<file path="config.mk">
export PLATFORM = sky130hd
export DESIGN_NAME = sdma_sap_scan_ctrl_flat
export DESIGN_NICKNAME = d
export VERILOG_FILES = /design/src/rtl/sdma_sap_scan_ctrl_pkg.sv /design/src/rtl/sdma_sap_scan_ctrl_if.sv /design/src/rtl/sdma_sap_scan_ctrl_axis_cnt.sv /design/src/rtl/sdma_sap_scan_ctrl.sv /design/src/flat_wrapper.sv
export SDC_FILE = /design/constraint.sdc
export NUM_CORES = 1
export LEC_CHECK = 0
export ABC_CLOCK_PERIOD_IN_PS = 3600
export CAP_MARGIN = 25
export CORE_MARGIN = 2
export CORE_UTILIZATION = 50
export CTS_BUF_LIST = sky130_fd_sc_hd__clkbuf_16
export CTS_CLUSTER_SIZE = 10
export DETAILED_ROUTE_END_ITERATION = 8
export PLACE_DENSITY = 0.87
export SLEW_MARGIN = 30
export SYNTH_ARGS = -nofsm -noshare
export SYNTH_HDL_FRONTEND = slang
export SYNTH_HIERARCHICAL = 1
export SYNTH_SLANG_ARGS = --single-unit
</file>
<file path="constraint.sdc">
create_clock -name i_clk -period 3.6 [get_ports i_clk]
set_input_delay 0.36 -clock i_clk [delete_from_list [all_inputs] [get_ports i_clk]]
set_output_delay 0.36 -clock i_clk [all_outputs]
set_load 0.1 [all_outputs]
</file>
<file path="src/rtl/sdma_sap_scan_ctrl_pkg.sv">
// Purpose : shared types and default widths for the SAP scan controller.
// Latency : n/a (declarations only).
// Backpressure: n/a.
// Contents: FSM state encoding (IDLE/CHECK/SCAN/DONE) and default counter/padding widths.
package sdma_sap_scan_ctrl_pkg;

  localparam int SC_CW = 16;  // channel counter/extent width
  localparam int SC_XW = 16;  // x counter/extent width
  localparam int SC_YW = 16;  // y counter/extent width
  localparam int SC_PW = 8;   // padding field width

  typedef enum logic [1:0] {
    SC_IDLE  = 2'd0,
    SC_CHECK = 2'd1,
    SC_SCAN  = 2'd2,
    SC_DONE  = 2'd3
  } sc_state_e;

endpackage

</file>
<file path="src/rtl/sdma_sap_scan_ctrl_if.sv">
// Purpose : coordinate + element-beat bundle between the scan controller and the padding indicator / datapath.
// Latency : n/a (wires only).
// Backpressure: elem_valid/elem_ready; master holds coordinates, pad and last while !elem_ready.
// Ports   : master drives sfms{c,x,y}cnt, elem_valid/pad/last; slave drives elem_ready and padding_flag.
interface sdma_sap_scan_ctrl_if
  import sdma_sap_scan_ctrl_pkg::*;
#(
  parameter int CW = SC_CW,
  parameter int XW = SC_XW,
  parameter int YW = SC_YW
);

  logic [CW-1:0] sfmsccnt;
  logic [XW-1:0] sfmsxcnt;
  logic [YW-1:0] sfmsycnt;
  logic          padding_flag;  // combinational from the indicator, looks at the counters
  logic          elem_valid;
  logic          elem_ready;
  logic          elem_pad;
  logic          elem_last;

  modport master (
    output sfmsccnt, sfmsxcnt, sfmsycnt, elem_valid, elem_pad, elem_last,
    input  elem_ready, padding_flag
  );

  modport slave (
    input  sfmsccnt, sfmsxcnt, sfmsycnt, elem_valid, elem_pad, elem_last,
    output elem_ready, padding_flag
  );

endinterface

</file>
<file path="src/rtl/sdma_sap_scan_ctrl_axis_cnt.sv">
// Purpose : one-axis wrap counter; counts 0..ext-1 and wraps, wrap feeds the next axis.
// Latency : count updates one cycle after inc_i; at_end_o/wrap_o are combinational.
// Backpressure: none; the caller gates inc_i with its handshake.
// Ports   : i_clk/i_rst, clr_i (sync clear, wins), inc_i, ext_i -> cnt_o, at_end_o, wrap_o.
module sdma_sap_scan_ctrl_axis_cnt #(
  parameter int W = 16
) (
  input  logic         i_clk,
  input  logic         i_rst,
  input  logic         clr_i,
  input  logic         inc_i,
  input  logic [W-1:0] ext_i,
  output logic [W-1:0] cnt_o,
  output logic         at_end_o,
  output logic         wrap_o
);

  logic [W-1:0] cnt_q, cnt_d;

  assign at_end_o = (cnt_q == ext_i - W'(1));
  assign wrap_o   = inc_i & at_end_o;
  assign cnt_o    = cnt_q;

  always_comb begin
    cnt_d = cnt_q;
    if (clr_i) begin
      cnt_d = '0;
    end else if (inc_i) begin
      cnt_d = at_end_o ? '0 : cnt_q + W'(1);
    end
  end

  always_ff @(posedge i_clk or posedge i_rst) begin
    if (i_rst) begin
      cnt_q <= '0;
    end else begin
      cnt_q <= cnt_d;
    end
  end

endmodule

</file>
<file path="src/rtl/sdma_sap_scan_ctrl.sv">
// Purpose : walks every destination-fms coordinate (c, then x, then y, padded border included) and issues one beat each.
// Latency : start at t, extent check at t+1, first beat valid at t+2; done pulses the cycle after the last handshake.
// Backpressure: valid/ready; valid, counters and last hold while !ready, counters advance only on a handshake.
// Ports   : i_clk/i_rst (async, active-high); start/abort/config inputs; sc_if (coordinates + beat port);
//           o_sap_sc_busy/done/cfg_err. Optional SDMA_SAP_SCAN_PERF_EN adds o_sap_sc_pad_beats/o_sap_sc_data_beats.
module sdma_sap_scan_ctrl
  import sdma_sap_scan_ctrl_pkg::*;
#(
  parameter int CW = SC_CW,
  parameter int XW = SC_XW,
  parameter int YW = SC_YW,
  parameter int PW = SC_PW
) (
  input  logic                 i_clk,
  input  logic                 i_rst,
  input  logic                 i_sap_sc_start,
  input  logic                 i_sap_sc_abort,
  input  logic                 i_sap_sc_paddingen,
  input  logic [CW-1:0]        i_sap_sc_srcfmsc,
  input  logic [XW-1:0]        i_sap_sc_srcfmsx,
  input  logic [YW-1:0]        i_sap_sc_srcfmsy,
  input  logic [PW-1:0]        i_sap_sc_padl_x,
  input  logic [PW-1:0]        i_sap_sc_padr_x,
  input  logic [PW-1:0]        i_sap_sc_padl_y,
  input  logic [PW-1:0]        i_sap_sc_padr_y,
  sdma_sap_scan_ctrl_if.master sc_if,
  output logic                 o_sap_sc_busy,
  output logic                 o_sap_sc_done,
  output logic                 o_sap_sc_cfg_err
`ifdef SDMA_SAP_SCAN_PERF_EN
  ,
  output logic [31:0]          o_sap_sc_pad_beats,
  output logic [31:0]          o_sap_sc_data_beats
`endif
);

  sc_state_e state_q, state_d;

  // Extents carry one spare bit so an overflowing padded sum is visible in CHECK.
  logic [CW-1:0] ext_c_q;
  logic [XW:0]   ext_x_q, ext_x_d;
  logic [YW:0]   ext_y_q, ext_y_d;
  logic          cfg_err_q;

  logic          start_acc;
  logic          ext_ovf;
  logic          ext_zero;
  logic          elem_vld;
  logic          elem_hs;
  logic          cnt_clr;

  logic [CW-1:0] cnt_c;
  logic [XW-1:0] cnt_x;
  logic [YW-1:0] cnt_y;
  logic          at_end_c, at_end_x, at_end_y;
  logic          wrap_c, wrap_x, wrap_y;

  // Abort wins over a simultaneous start in IDLE.
  assign start_acc = (state_q == SC_IDLE) && i_sap_sc_start && !i_sap_sc_abort;

  always_comb begin
    ext_x_d = {1'b0, i_sap_sc_srcfmsx};
    ext_y_d = {1'b0, i_sap_sc_srcfmsy};
    if (i_sap_sc_paddingen) begin
      ext_x_d = {1'b0, i_sap_sc_srcfmsx} + (XW+1)'(i_sap_sc_padl_x) + (XW+1)'(i_sap_sc_padr_x);
      ext_y_d = {1'b0, i_sap_sc_srcfmsy} + (YW+1)'(i_sap_sc_padl_y) + (YW+1)'(i_sap_sc_padr_y);
    end
  end

  // Configuration is captured only on an accepted start; later input changes are ignored.
  always_ff @(posedge i_clk or posedge i_rst) begin
    if (i_rst) begin
      ext_c_q <= '0;
      ext_x_q <= '0;
      ext_y_q <= '0;
    end else if (start_acc) begin
      ext_c_q <= i_sap_sc_srcfmsc;
      ext_x_q <= ext_x_d;
      ext_y_q <= ext_y_d;
    end
  end

  assign ext_ovf  = ext_x_q[XW] | ext_y_q[YW];
  // Only meaningful when ext_ovf is clear, so the spare bits are zero.
  assign ext_zero = (ext_c_q == '0) || (ext_x_q[XW-1:0] == '0) || (ext_y_q[YW-1:0] == '0);

  assign elem_vld = (state_q == SC_SCAN);
  assign elem_hs  = elem_vld && sc_if.elem_ready && !i_sap_sc_abort;
  // Counters sit at zero outside SCAN so each scan starts from (0,0,0).
  assign cnt_clr  = (state_q != SC_SCAN) || i_sap_sc_abort;

  sdma_sap_scan_ctrl_axis_cnt #(.W(CW)) u_cnt_c (
    .i_clk    (i_clk),
    .i_rst    (i_rst),
    .clr_i    (cnt_clr),
    .inc_i    (elem_hs),
    .ext_i    (ext_c_q),
    .cnt_o    (cnt_c),
    .at_end_o (at_end_c),
    .wrap_o   (wrap_c)
  );

  sdma_sap_scan_ctrl_axis_cnt #(.W(XW)) u_cnt_x (
    .i_clk    (i_clk),
    .i_rst    (i_rst),
    .clr_i    (cnt_clr),
    .inc_i    (wrap_c),
    .ext_i    (ext_x_q[XW-1:0]),
    .cnt_o    (cnt_x),
    .at_end_o (at_end_x),
    .wrap_o   (wrap_x)
  );

  sdma_sap_scan_ctrl_axis_cnt #(.W(YW)) u_cnt_y (
    .i_clk    (i_clk),
    .i_rst    (i_rst),
    .clr_i    (cnt_clr),
    .inc_i    (wrap_x),
    .ext_i    (ext_y_q[YW-1:0]),
    .cnt_o    (cnt_y),
    .at_end_o (at_end_y),
    .wrap_o   (wrap_y)
  );

  // wrap_y is the handshake on the final coordinate: the scan is complete.
  always_comb begin
    state_d = state_q;
    case (state_q)
      SC_IDLE: begin
        if (start_acc) state_d = SC_CHECK;
      end
      SC_CHECK: begin
        if (i_sap_sc_abort)  state_d = SC_IDLE;
        else if (ext_ovf)    state_d = SC_IDLE;
        else if (ext_zero)   state_d = SC_DONE;
        else                 state_d = SC_SCAN;
      end
      SC_SCAN: begin
        if (i_sap_sc_abort)  state_d = SC_IDLE;
        else if (wrap_y)     state_d = SC_DONE;
      end
      SC_DONE: begin
        state_d = SC_IDLE;
      end
      default: begin
        state_d = SC_IDLE;
      end
    endcase
  end

  always_ff @(posedge i_clk or posedge i_rst) begin
    if (i_rst) begin
      state_q   <= SC_IDLE;
      cfg_err_q <= 1'b0;
    end else begin
      state_q   <= state_d;
      cfg_err_q <= (state_q == SC_CHECK) && !i_sap_sc_abort && ext_ovf;
    end
  end

  assign sc_if.sfmsccnt   = cnt_c;
  assign sc_if.sfmsxcnt   = cnt_x;
  assign sc_if.sfmsycnt   = cnt_y;
  assign sc_if.elem_valid = elem_vld;
  assign sc_if.elem_pad   = sc_if.padding_flag;
  assign sc_if.elem_last  = elem_vld && at_end_c && at_end_x && at_end_y;

  assign o_sap_sc_busy    = (state_q != SC_IDLE);
  assign o_sap_sc_done    = (state_q == SC_DONE);
  assign o_sap_sc_cfg_err = cfg_err_q;

`ifdef SDMA_SAP_SCAN_PERF_EN
  logic [31:0] pad_beats_q, data_beats_q;

  always_ff @(posedge i_clk or posedge i_rst) begin
    if (i_rst) begin
      pad_beats_q  <= '0;
      data_beats_q <= '0;
    end else if (start_acc) begin
      pad_beats_q  <= '0;
      data_beats_q <= '0;
    end else if (elem_hs) begin
      if (sc_if.padding_flag && (pad_beats_q != 32'hFFFF_FFFF)) begin
        pad_beats_q <= pad_beats_q + 32'd1;
      end
      if (!sc_if.padding_flag && (data_beats_q != 32'hFFFF_FFFF)) begin
        data_beats_q <= data_beats_q + 32'd1;
      end
    end
  end

  assign o_sap_sc_pad_beats  = pad_beats_q;
  assign o_sap_sc_data_beats = data_beats_q;
`endif

endmodule

</file>
<file path="src/flat_wrapper.sv">
// flat-port wrapper written by rule: the top's interface ports become plain ports
module sdma_sap_scan_ctrl_flat import sdma_sap_scan_ctrl_pkg::*;
#(
  parameter int CW = SC_CW,
  parameter int XW = SC_XW,
  parameter int YW = SC_YW,
  parameter int PW = SC_PW
)
  (i_clk, i_rst, i_sap_sc_start, i_sap_sc_abort, i_sap_sc_paddingen, i_sap_sc_srcfmsc, i_sap_sc_srcfmsx, i_sap_sc_srcfmsy, i_sap_sc_padl_x, i_sap_sc_padr_x, i_sap_sc_padl_y, i_sap_sc_padr_y, o_sap_sc_busy, o_sap_sc_done, o_sap_sc_cfg_err, sc_if_sfmsccnt, sc_if_sfmsxcnt, sc_if_sfmsycnt, sc_if_elem_valid, sc_if_elem_pad, sc_if_elem_last, sc_if_elem_ready, sc_if_padding_flag);
  sdma_sap_scan_ctrl_if #(.CW(CW), .XW(XW), .YW(YW)) sc_if_i ();
  input  logic i_clk;
  input  logic i_rst;
  input  logic i_sap_sc_start;
  input  logic i_sap_sc_abort;
  input  logic i_sap_sc_paddingen;
  input  logic [CW-1:0] i_sap_sc_srcfmsc;
  input  logic [XW-1:0] i_sap_sc_srcfmsx;
  input  logic [YW-1:0] i_sap_sc_srcfmsy;
  input  logic [PW-1:0] i_sap_sc_padl_x;
  input  logic [PW-1:0] i_sap_sc_padr_x;
  input  logic [PW-1:0] i_sap_sc_padl_y;
  input  logic [PW-1:0] i_sap_sc_padr_y;
  output logic o_sap_sc_busy;
  output logic o_sap_sc_done;
  output logic o_sap_sc_cfg_err;
  output wire logic [$bits(sc_if_i.sfmsccnt)-1:0] sc_if_sfmsccnt;
  output wire logic [$bits(sc_if_i.sfmsxcnt)-1:0] sc_if_sfmsxcnt;
  output wire logic [$bits(sc_if_i.sfmsycnt)-1:0] sc_if_sfmsycnt;
  output wire logic [$bits(sc_if_i.elem_valid)-1:0] sc_if_elem_valid;
  output wire logic [$bits(sc_if_i.elem_pad)-1:0] sc_if_elem_pad;
  output wire logic [$bits(sc_if_i.elem_last)-1:0] sc_if_elem_last;
  input wire logic [$bits(sc_if_i.elem_ready)-1:0] sc_if_elem_ready;
  input wire logic [$bits(sc_if_i.padding_flag)-1:0] sc_if_padding_flag;
  assign sc_if_sfmsccnt = sc_if_i.sfmsccnt;
  assign sc_if_sfmsxcnt = sc_if_i.sfmsxcnt;
  assign sc_if_sfmsycnt = sc_if_i.sfmsycnt;
  assign sc_if_elem_valid = sc_if_i.elem_valid;
  assign sc_if_elem_pad = sc_if_i.elem_pad;
  assign sc_if_elem_last = sc_if_i.elem_last;
  assign sc_if_i.elem_ready = sc_if_elem_ready;
  assign sc_if_i.padding_flag = sc_if_padding_flag;
  sdma_sap_scan_ctrl #(.CW(CW), .XW(XW), .YW(YW), .PW(PW)) u_core (.i_clk(i_clk), .i_rst(i_rst), .i_sap_sc_start(i_sap_sc_start), .i_sap_sc_abort(i_sap_sc_abort), .i_sap_sc_paddingen(i_sap_sc_paddingen), .i_sap_sc_srcfmsc(i_sap_sc_srcfmsc), .i_sap_sc_srcfmsx(i_sap_sc_srcfmsx), .i_sap_sc_srcfmsy(i_sap_sc_srcfmsy), .i_sap_sc_padl_x(i_sap_sc_padl_x), .i_sap_sc_padr_x(i_sap_sc_padr_x), .i_sap_sc_padl_y(i_sap_sc_padl_y), .i_sap_sc_padr_y(i_sap_sc_padr_y), .sc_if(sc_if_i), .o_sap_sc_busy(o_sap_sc_busy), .o_sap_sc_done(o_sap_sc_done), .o_sap_sc_cfg_err(o_sap_sc_cfg_err));
endmodule
</file>
==> impl_metrics.yaml, run 1 <==
outcome:
  outcome: "completed"
hold_path:
  hold_path.class: "primary input to asynchronous set/reset pin"
timing:
  post-route-period-util: 0.9864
  setup_violations: 0
  fin_skew_ns: 0.009884
  hold_viol: 0
  finalMaxSlewViolations: 0
  slew_headroom: 0.3206
  tightest_slew_ns: 1.016
  fmax_ghz: 0.2816
  min_period_ns: 3.551
  rsz0062_at_grt: "true"
  setup_slack_ns: 0.04888
yosys:
  avgSynthCellArea_um2: 8.892
  post-synth-top-count-cell: "nand2_1"
  ys_warn_count: 6
  synth.area.top_cells: "dfrtp_1 (30%), nand2_1 (6.7%), xnor2_1 (5.1%), fa_1 (4.3%), ha_1 (3.3%)"
  ys_types: 79
  synth_flop_cell: "dfrtp_1"
  ys_ff_latch: 101
  yosysTopAreaCell: "dfrtp_1"
  synth_area_mm2: 0.008438
  synth_nets: 1076
  synth_edf_count: 0
  synth_top_cell_area_share: 0.2995
  synth_commonest_cells: "nand2_1 (150), dfrtp_1 (101), nand3_1 (53)"
  synthArstFlopShare: 1.000
  seq_area_frac_synth: 0.2995
  synthCells: 949
critical_path:
  worstPathCellList: "or4_4 -> or3_4 -> or4_4 -> a221oi_4 -> nand2_1 -> nor2_2 -> and4_2 -> buf_12"
  end_kind: "output port"
  max_stage_delay_ns: 0.54
  start_kind: "flip-flop"
  cp.required_ns: 3.24
  cp_data_arrival_time_ns: 3.19
  cp_slowest_cell: "or4_4"
  path_class: "flip-flop to output port"
  crit_fanout: 5
  crit_top_cell: "or4_4"
routing:
  routedWlPerCell_um: 16.71
  via_count: 7714
  drc: 0
  drtPass1Iterations: 5
  drt_first_iter_violations: 691
  ant_nets: 0
  wl_mm: 21.87
  avgViaCountPerCell: 5.893
global_routing:
  grt_max_degree: 47
  grt.overflow.total: 0
  antenna_found_initial: 0
  grt_first_pass_wirelength_mm: 35.99
  grt_pass1_vias: 7236
  track_usage: 0.2468
placed_design:
  dpl_cell_area_mm2: 0.01005
  dp_slack_ns: 0.1498
  hpwl_mm: 16.81
  numPortBuffers: 138
  gp_congestion: 0.9107
cells_and_area:
  drive_gt1_frac: 0.1148
  final_area_mm2: 0.01039
  synthToLayoutAreaGrowth_pct: 23.15
  diodes: 0
  fin_nets: 1211
clock_network:
  clock-sinks: 101
  cts_tree: "built"
  cts-root-buf: "clkbuf_16"
  clkTransAtPathRegs_ns: 0.08
  holdBufCountCts: 0
  cts_buffer_depth: 2
  htreeDepth: 3
  numCtsBuffers: 9
  insertion_delay_ns: 0.36
die:
  initial_core_util: 0.5106
  ios: 141
  fp.dieH_um: 133.9
  rows: 47
  die_x_um: 133.9
  coreArea_mm2: 0.01652
  fp.dieArea_mm2: 0.01793
pwr:
  p_leak_nw: 4.113
  irDropWorstVdd_mv: 0.2336
  power.density_mw_per_mm2: 398.0
run:
  cap_violations: 0
==> report_power, final <==
part | leakage [nW] | internal (W) | switching, W
registers | 1.33 | 0.00128 | 0.000249
clock network | 0.129 | 0.000472 | 0.000453
logic | 2.66 | 0.000776 | 0.000905
total | 4.11 | 0.00253 | 0.00161
==> area by class of cell <==
| cell class | count | area [µm²] |
|---|---|---|
| clock buffer | 9 | 225.2 |
| clock inverter | 7 | 51.30 |
| fill | 1395 | 6133 |
| inverter | 41 | 153.9 |
| multi-input combinational | 761 | 5527 |
| sequential | 101 | 2532 |
| tap | 220 | 275.3 |
| timing repair buffer | 170 | 1627 |
==> timing repair <==
item	4_1_cts	5_1_grt
setup buffers	2	0
endpoints found under the setup margin	1	14
gates resized for setup	5	10
endpoints found under the hold margin	0	0
pin swaps	2	0
==> state kept, by name (all words and copies together), names as in the netlist <==
signal,count
u_core/u_cnt_c/cnt_o,16
u_core/u_cnt_x/cnt_o,16
u_core/ext_c_q,16
u_core/u_cnt_y/cnt_o,16
u_core/o_sap_sc_cfg_err,1
u_core/state_q,2
u_core/ext_x_q,17
u_core/ext_y_q,17
==> layout by cell type, fill, tap and decap left out, types with 15 or more instances in the layout <==
cell type        Yosys  layout
xnor2_1             49      49
a21oi_1             25      25
nand2_1            150     149
nor3_1              17      17
nor2_1              40      38
inv_1               41      40
ha_1                22      22
fa_1                18      18
clkdlybuf4s50_1      0     136
nand3_1             53      53
nand4_1             17      17
buf_4                1      32
o21ai_0             46      45
and2_1              16      15
nor4_1              19      18
nand2b_1            18      18
dfrtp_1            101      97
xor2_1              30      30
==> worst paths after layout <==
check	startpoint	end	slack, ns	cells after the start
worst max-delay path	u_core/ext_y_q[5]$_DFFE_PP0P_	sc_if_elem_last	0.05	8
worst min-delay path	i_rst	u_core/state_q[0]$_DFFE_PP0P_	0.49	2
worst max register to register	u_core/ext_c_q[10]$_DFFE_PP0P_	u_core/u_cnt_y/cnt_o[3]$_DFFE_PP0P_	0.18	12
worst min register to register	u_core/ext_y_q[16]$_DFFE_PP0P_	u_core/ext_y_q[16]$_DFFE_PP0P_	0.51	1
max in group asynchronous	i_rst	u_core/ext_y_q[5]$_DFFE_PP0P_	2.30	3
min in group i_clk	u_core/ext_y_q[16]$_DFFE_PP0P_	u_core/ext_y_q[16]$_DFFE_PP0P_	0.51	1
==> layer usage <==
metal,up-vias,part of all wire,GRT usage
li1,3746,-,-
met1,3695,0.44,0.3297
met2,242,0.49,0.4120
met3,31,0.051,0.03628
met4,0,0.020,0.08392
met5,-,0,0
==> cells by family (layout without fill, tap and decap cells) <==
kind of cell,count (synthesis),count (layout),share of synthesized area
flip-flops,101,101,0.2995
AO/OA/AOI/OAI,205,205,0.2120
multiplexers,14,14,0.01675
AND/OR/NAND/NOR,423,423,0.2610
adder cells (fa/ha/maj),40,40,0.07533
XOR/XNOR,79,79,0.08200
buffers and inverters,87,227,0.05338
==> critical path: cells and delay by family (launching register included) <==
family / cells / cell delay, ns
and+or+nand+nor: 6 / 1.98
DFF: 1 / 0.40
AOI/OAI and AO/OA: 1 / 0.29
buffers and inverters: 1 / 0.18
==> through the flow <==
step           utilization  TNS (ns)  power [W]  instances  hold slack [ns]
6_report            0.6288         0   0.004136       1309           0.4915
3_5_place_dp        0.6079         0   0.003152       1291           0.4995
4_1_cts             0.6269         0   0.004107       1309           0.5156
3_3_place_gp        0.6079         0   0.003093       1291           0.4867
2_1_floorplan            -         0   0.002701        949           0.2737
5_1_grt             0.6288  -0.05477   0.004405       1309           0.5312
Note: power is estimated with default switching activity, not from simulation.
==> run 2: changes to the inputs <==
--- a/config.mk
+++ b/config.mk
@@ -5,16 +5,15 @@
 export SDC_FILE = /design/constraint.sdc
 export NUM_CORES = 1
 export LEC_CHECK = 0
-export ABC_CLOCK_PERIOD_IN_PS = 3600
+export ABC_CLOCK_PERIOD_IN_PS = 3900
 export CAP_MARGIN = 25
 export CORE_MARGIN = 2
-export CORE_UTILIZATION = 50
+export CORE_UTILIZATION = 40
 export CTS_BUF_LIST = sky130_fd_sc_hd__clkbuf_16
 export CTS_CLUSTER_SIZE = 10
 export DETAILED_ROUTE_END_ITERATION = 8
-export PLACE_DENSITY = 0.87
+export PLACE_DENSITY = 0.72
 export SLEW_MARGIN = 30
 export SYNTH_ARGS = -nofsm -noshare
 export SYNTH_HDL_FRONTEND = slang
-export SYNTH_HIERARCHICAL = 1
 export SYNTH_SLANG_ARGS = --single-unit
==> constraint.sdc (replaced) <==
create_clock -name i_clk -period 3.9 [get_ports i_clk]
set_input_delay 0.39 -clock i_clk [delete_from_list [all_inputs] [get_ports i_clk]]
set_output_delay 0.39 -clock i_clk [all_outputs]
set_load 0.1 [all_outputs]
==> run 2 against run 1 <==
Against the previous run: final cell count fell by 0.99%; largest cell class unchanged; clock-buffer cell count stayed put; highest routed layer unchanged; critical path depth is 1 higher; power is 18% lower; via count is 8.6% lower; clock skew is 0.0038 ns lower; global-route usage is 4.8 points lower; worst hold slack better by 0.012 ns; sequential share of layout area is 1.8 points higher; largest power group is now sequential cells; critical path type unchanged; non-clock buffer count fell by 18; critical endpoint unchanged.
==> impl_metrics.yaml, run 2 <==
hold_path:
  hold_path.class: "flip-flop to flip-flop"
global_routing:
  grt_max_degree: 71
  grt.overflow.total: 0
  track_usage: 0.1991
  grt_pass1_vias: 6744
  antenna_found_initial: 0
  grt_first_pass_wirelength_mm: 33.20
clock_network:
  cts-root-buf: "clkbuf_16"
  clkTransAtPathRegs_ns: 0.07
  cts_tree: "built"
  numCtsBuffers: 9
  clock-sinks: 101
  insertion_delay_ns: 0.36
  htreeDepth: 3
  cts_buffer_depth: 2
yosys:
  ys_types: 68
  yosysTopAreaCell: "dfrtp_1"
  synth_area_mm2: 0.007772
  synth_edf_count: 0
  synthArstFlopShare: 1.000
  synth_flop_cell: "dfrtp_1"
  synth_commonest_cells: "nand2_1 (113), dfrtp_1 (101), o21ai_0 (70)"
  synthCells: 913
  synth-simple-area-share: 0.2611
  synth-compound-area-share: 0.1711
  synth_top_family_by_area: "simple AND/OR/NAND/NOR gates"
  seq_area_frac_synth: 0.3252
  synth_xor_area_frac: 0.09015
  synth_fa_ha_area_frac: 0.08500
  synth.area.top_cells: "dfrtp_1 (33%), xnor2_1 (6.1%), nand2_1 (5.5%), fa_1 (4.6%), o21ai_0 (4.5%)"
  muxShareOfSynthArea: 0.02125
  synth_top_cell_area_share: 0.3252
  ys_warn_count: 0
  ys_ff_latch: 101
  avgSynthCellArea_um2: 8.513
  synth_nets: 1042
  post-synth-top-count-cell: "nand2_1"
cells_and_area:
  fin_nets: 1160
  drive_gt1_frac: 0.05985
  register_area_mm2: 0.002530
  layout_commonest_cell: "clkdlybuf4s50_1"
  synthToLayoutAreaGrowth_pct: 24.52
  largestRegisters: "u_core.ext_x_q x17, u_core.ext_y_q x17"
  nFillCells: 1843
  diodes: 0
  final_cell_mix: "clkdlybuf4s50_1 (134), nand2_1 (113), dfrtp_1 (99), o21ai_0 (70), a21oi_1 (61)"
  multi_input_area_mm2: 0.004931
timing:
  fmax_ghz: 0.2705
  setup_slack_ns: 0.2035
  whs_ns: 0.5039
  slew_headroom: 0.3279
  min_period_ns: 3.697
  finalMaxSlewViolations: 0
  hold_viol: 0
  setup_violations: 0
  post-route-period-util: 0.9478
  tns_ns: 0
  fin_skew_ns: 0.006057
  tightest_slew_ns: 1.005
critical_path:
  path_class: "flip-flop to output port"
  cp.required_ns: 3.51
  cp_data_arrival_time_ns: 3.31
  start_kind: "flip-flop"
  end_kind: "output port"
  crit_fanout: 11
routing:
  drc: 0
  routedWlPerCell_um: 15.31
  via_count: 7052
  wl_mm: 19.84
  avgViaCountPerCell: 5.441
  drtPass1Iterations: 5
  ant_nets: 0
  drt_first_iter_violations: 457
placed_design:
  hpwl_mm: 15.06
  dp_slack_ns: 0.1561
  numPortBuffers: 138
  gp_congestion: 0.8210
die:
  coreArea_mm2: 0.01889
  ios: 141
  fp.dieArea_mm2: 0.02056
  initial_core_util: 0.4114
  die_x_um: 143.4
  fp.dieH_um: 143.4
  rows: 50
run:
  cap_violations: 0
pwr:
  power.density_mw_per_mm2: 351.9
  p_leak_nw: 3.922
  power.total_w: 0.003406
  irDropWorstVdd_mv: 0.1872
outcome:
  outcome: "completed"
run 2: cell count changes after synthesis, moves of 18 or more:
cell     change
and3_1      +25
a31oi_1     +18
o21ai_0     +24
a21oi_1     +36
nand2_1     -37
nand3_1     -37
run 2: kinds of logic after synthesis:
logic type / Yosys count
adder cells (fa/ha/maj): 42
multiplexers: 16
AND/OR/NAND/NOR: 367
AO/OA/AOI/OAI: 223
flip-flops: 101
XOR/XNOR: 80
buffers and inverters: 84
run 2: worst paths after layout:
path	start	to	slack, ns	cells after the start
setup / recovery	u_core.ext_x_q[0]$_DFFE_PP0P_	sc_if_elem_last	0.20	9
hold / removal	u_core.ext_y_q[16]$_DFFE_PP0P_	u_core.ext_y_q[16]$_DFFE_PP0P_	0.50	2
setup reg to reg	u_core.ext_x_q[0]$_DFFE_PP0P_	u_core.u_cnt_y.cnt_o[10]$_DFFE_PP0P_	0.56	12
hold reg to reg	u_core.ext_y_q[16]$_DFFE_PP0P_	u_core.ext_y_q[16]$_DFFE_PP0P_	0.50	2
max in group asynchronous	i_rst	u_core.u_cnt_x.cnt_o[2]$_DFFE_PP0P_	2.69	3
min in group asynchronous	i_rst	u_core.u_cnt_c.cnt_o[15]$_DFFE_PP0P_	0.52	2
run 2: what timing repair did:
item                                    in CTS  in global routing
hold buffers                                 0                  0
endpoints found under the setup margin       0                  1
buffers inserted                             0                  1
gates resized for setup                      0                  3
run 2: layer usage:
layer | part of all wire | global-route usage | up-vias
li1 | - | - | 3498
met1 | 0.47 | 0.2787 | 3357
met2 | 0.46 | 0.3218 | 182
met3 | 0.052 | 0.03665 | 15
met4 | 0.0094 | 0.04386 | 0
met5 | 0 | 0 | -
run 2: layout make-up:
class,count,area share
Tap cell,260,0.03361
Clock buffer,9,0.02327
Sequential cell,101,0.2614
Multi-Input combinational cell,728,0.5095
Timing Repair Buffer,152,0.1531
Clock inverter,7,0.003491
Inverter,39,0.01564
run 2: critical path: stages (launching register included):
cell and delay (ns):
dfrtp_1 0.43, inv_1 0.12, ha_1 0.20, or3b_4 0.47
a2111oi_0 0.30, o21ai_0 0.16, a2111o_1 0.40, nand3b_1 0.31
nor4b_4 0.33, buf_12 0.21
run 2: power by group:
| part | total [W] | internal (W) | switching (W) |
|---|---|---|---|
| combinational | 0.00117 | 0.000558 | 0.000615 |
| sequential | 0.00141 | 0.00117 | 0.000235 |
| clock | 0.000826 | 0.000423 | 0.000403 |
| total | 0.00341 | 0.00215 | 0.00125 |
run 2: through the flow:
| stage | cells | utilization | instance area (µm²) |
|---|---|---|---|
| 2_1_floorplan | 913 | - | 7811 |
| 3_3_place_gp | 1279 | 0.4981 | 9410 |
| 3_5_place_dp | 1279 | 0.4981 | 9410 |
| 4_1_cts | 1295 | 0.5118 | 9669 |
| 5_1_grt | 1296 | 0.5123 | 9678 |
| 6_report | 1296 | 0.5123 | 9678 |
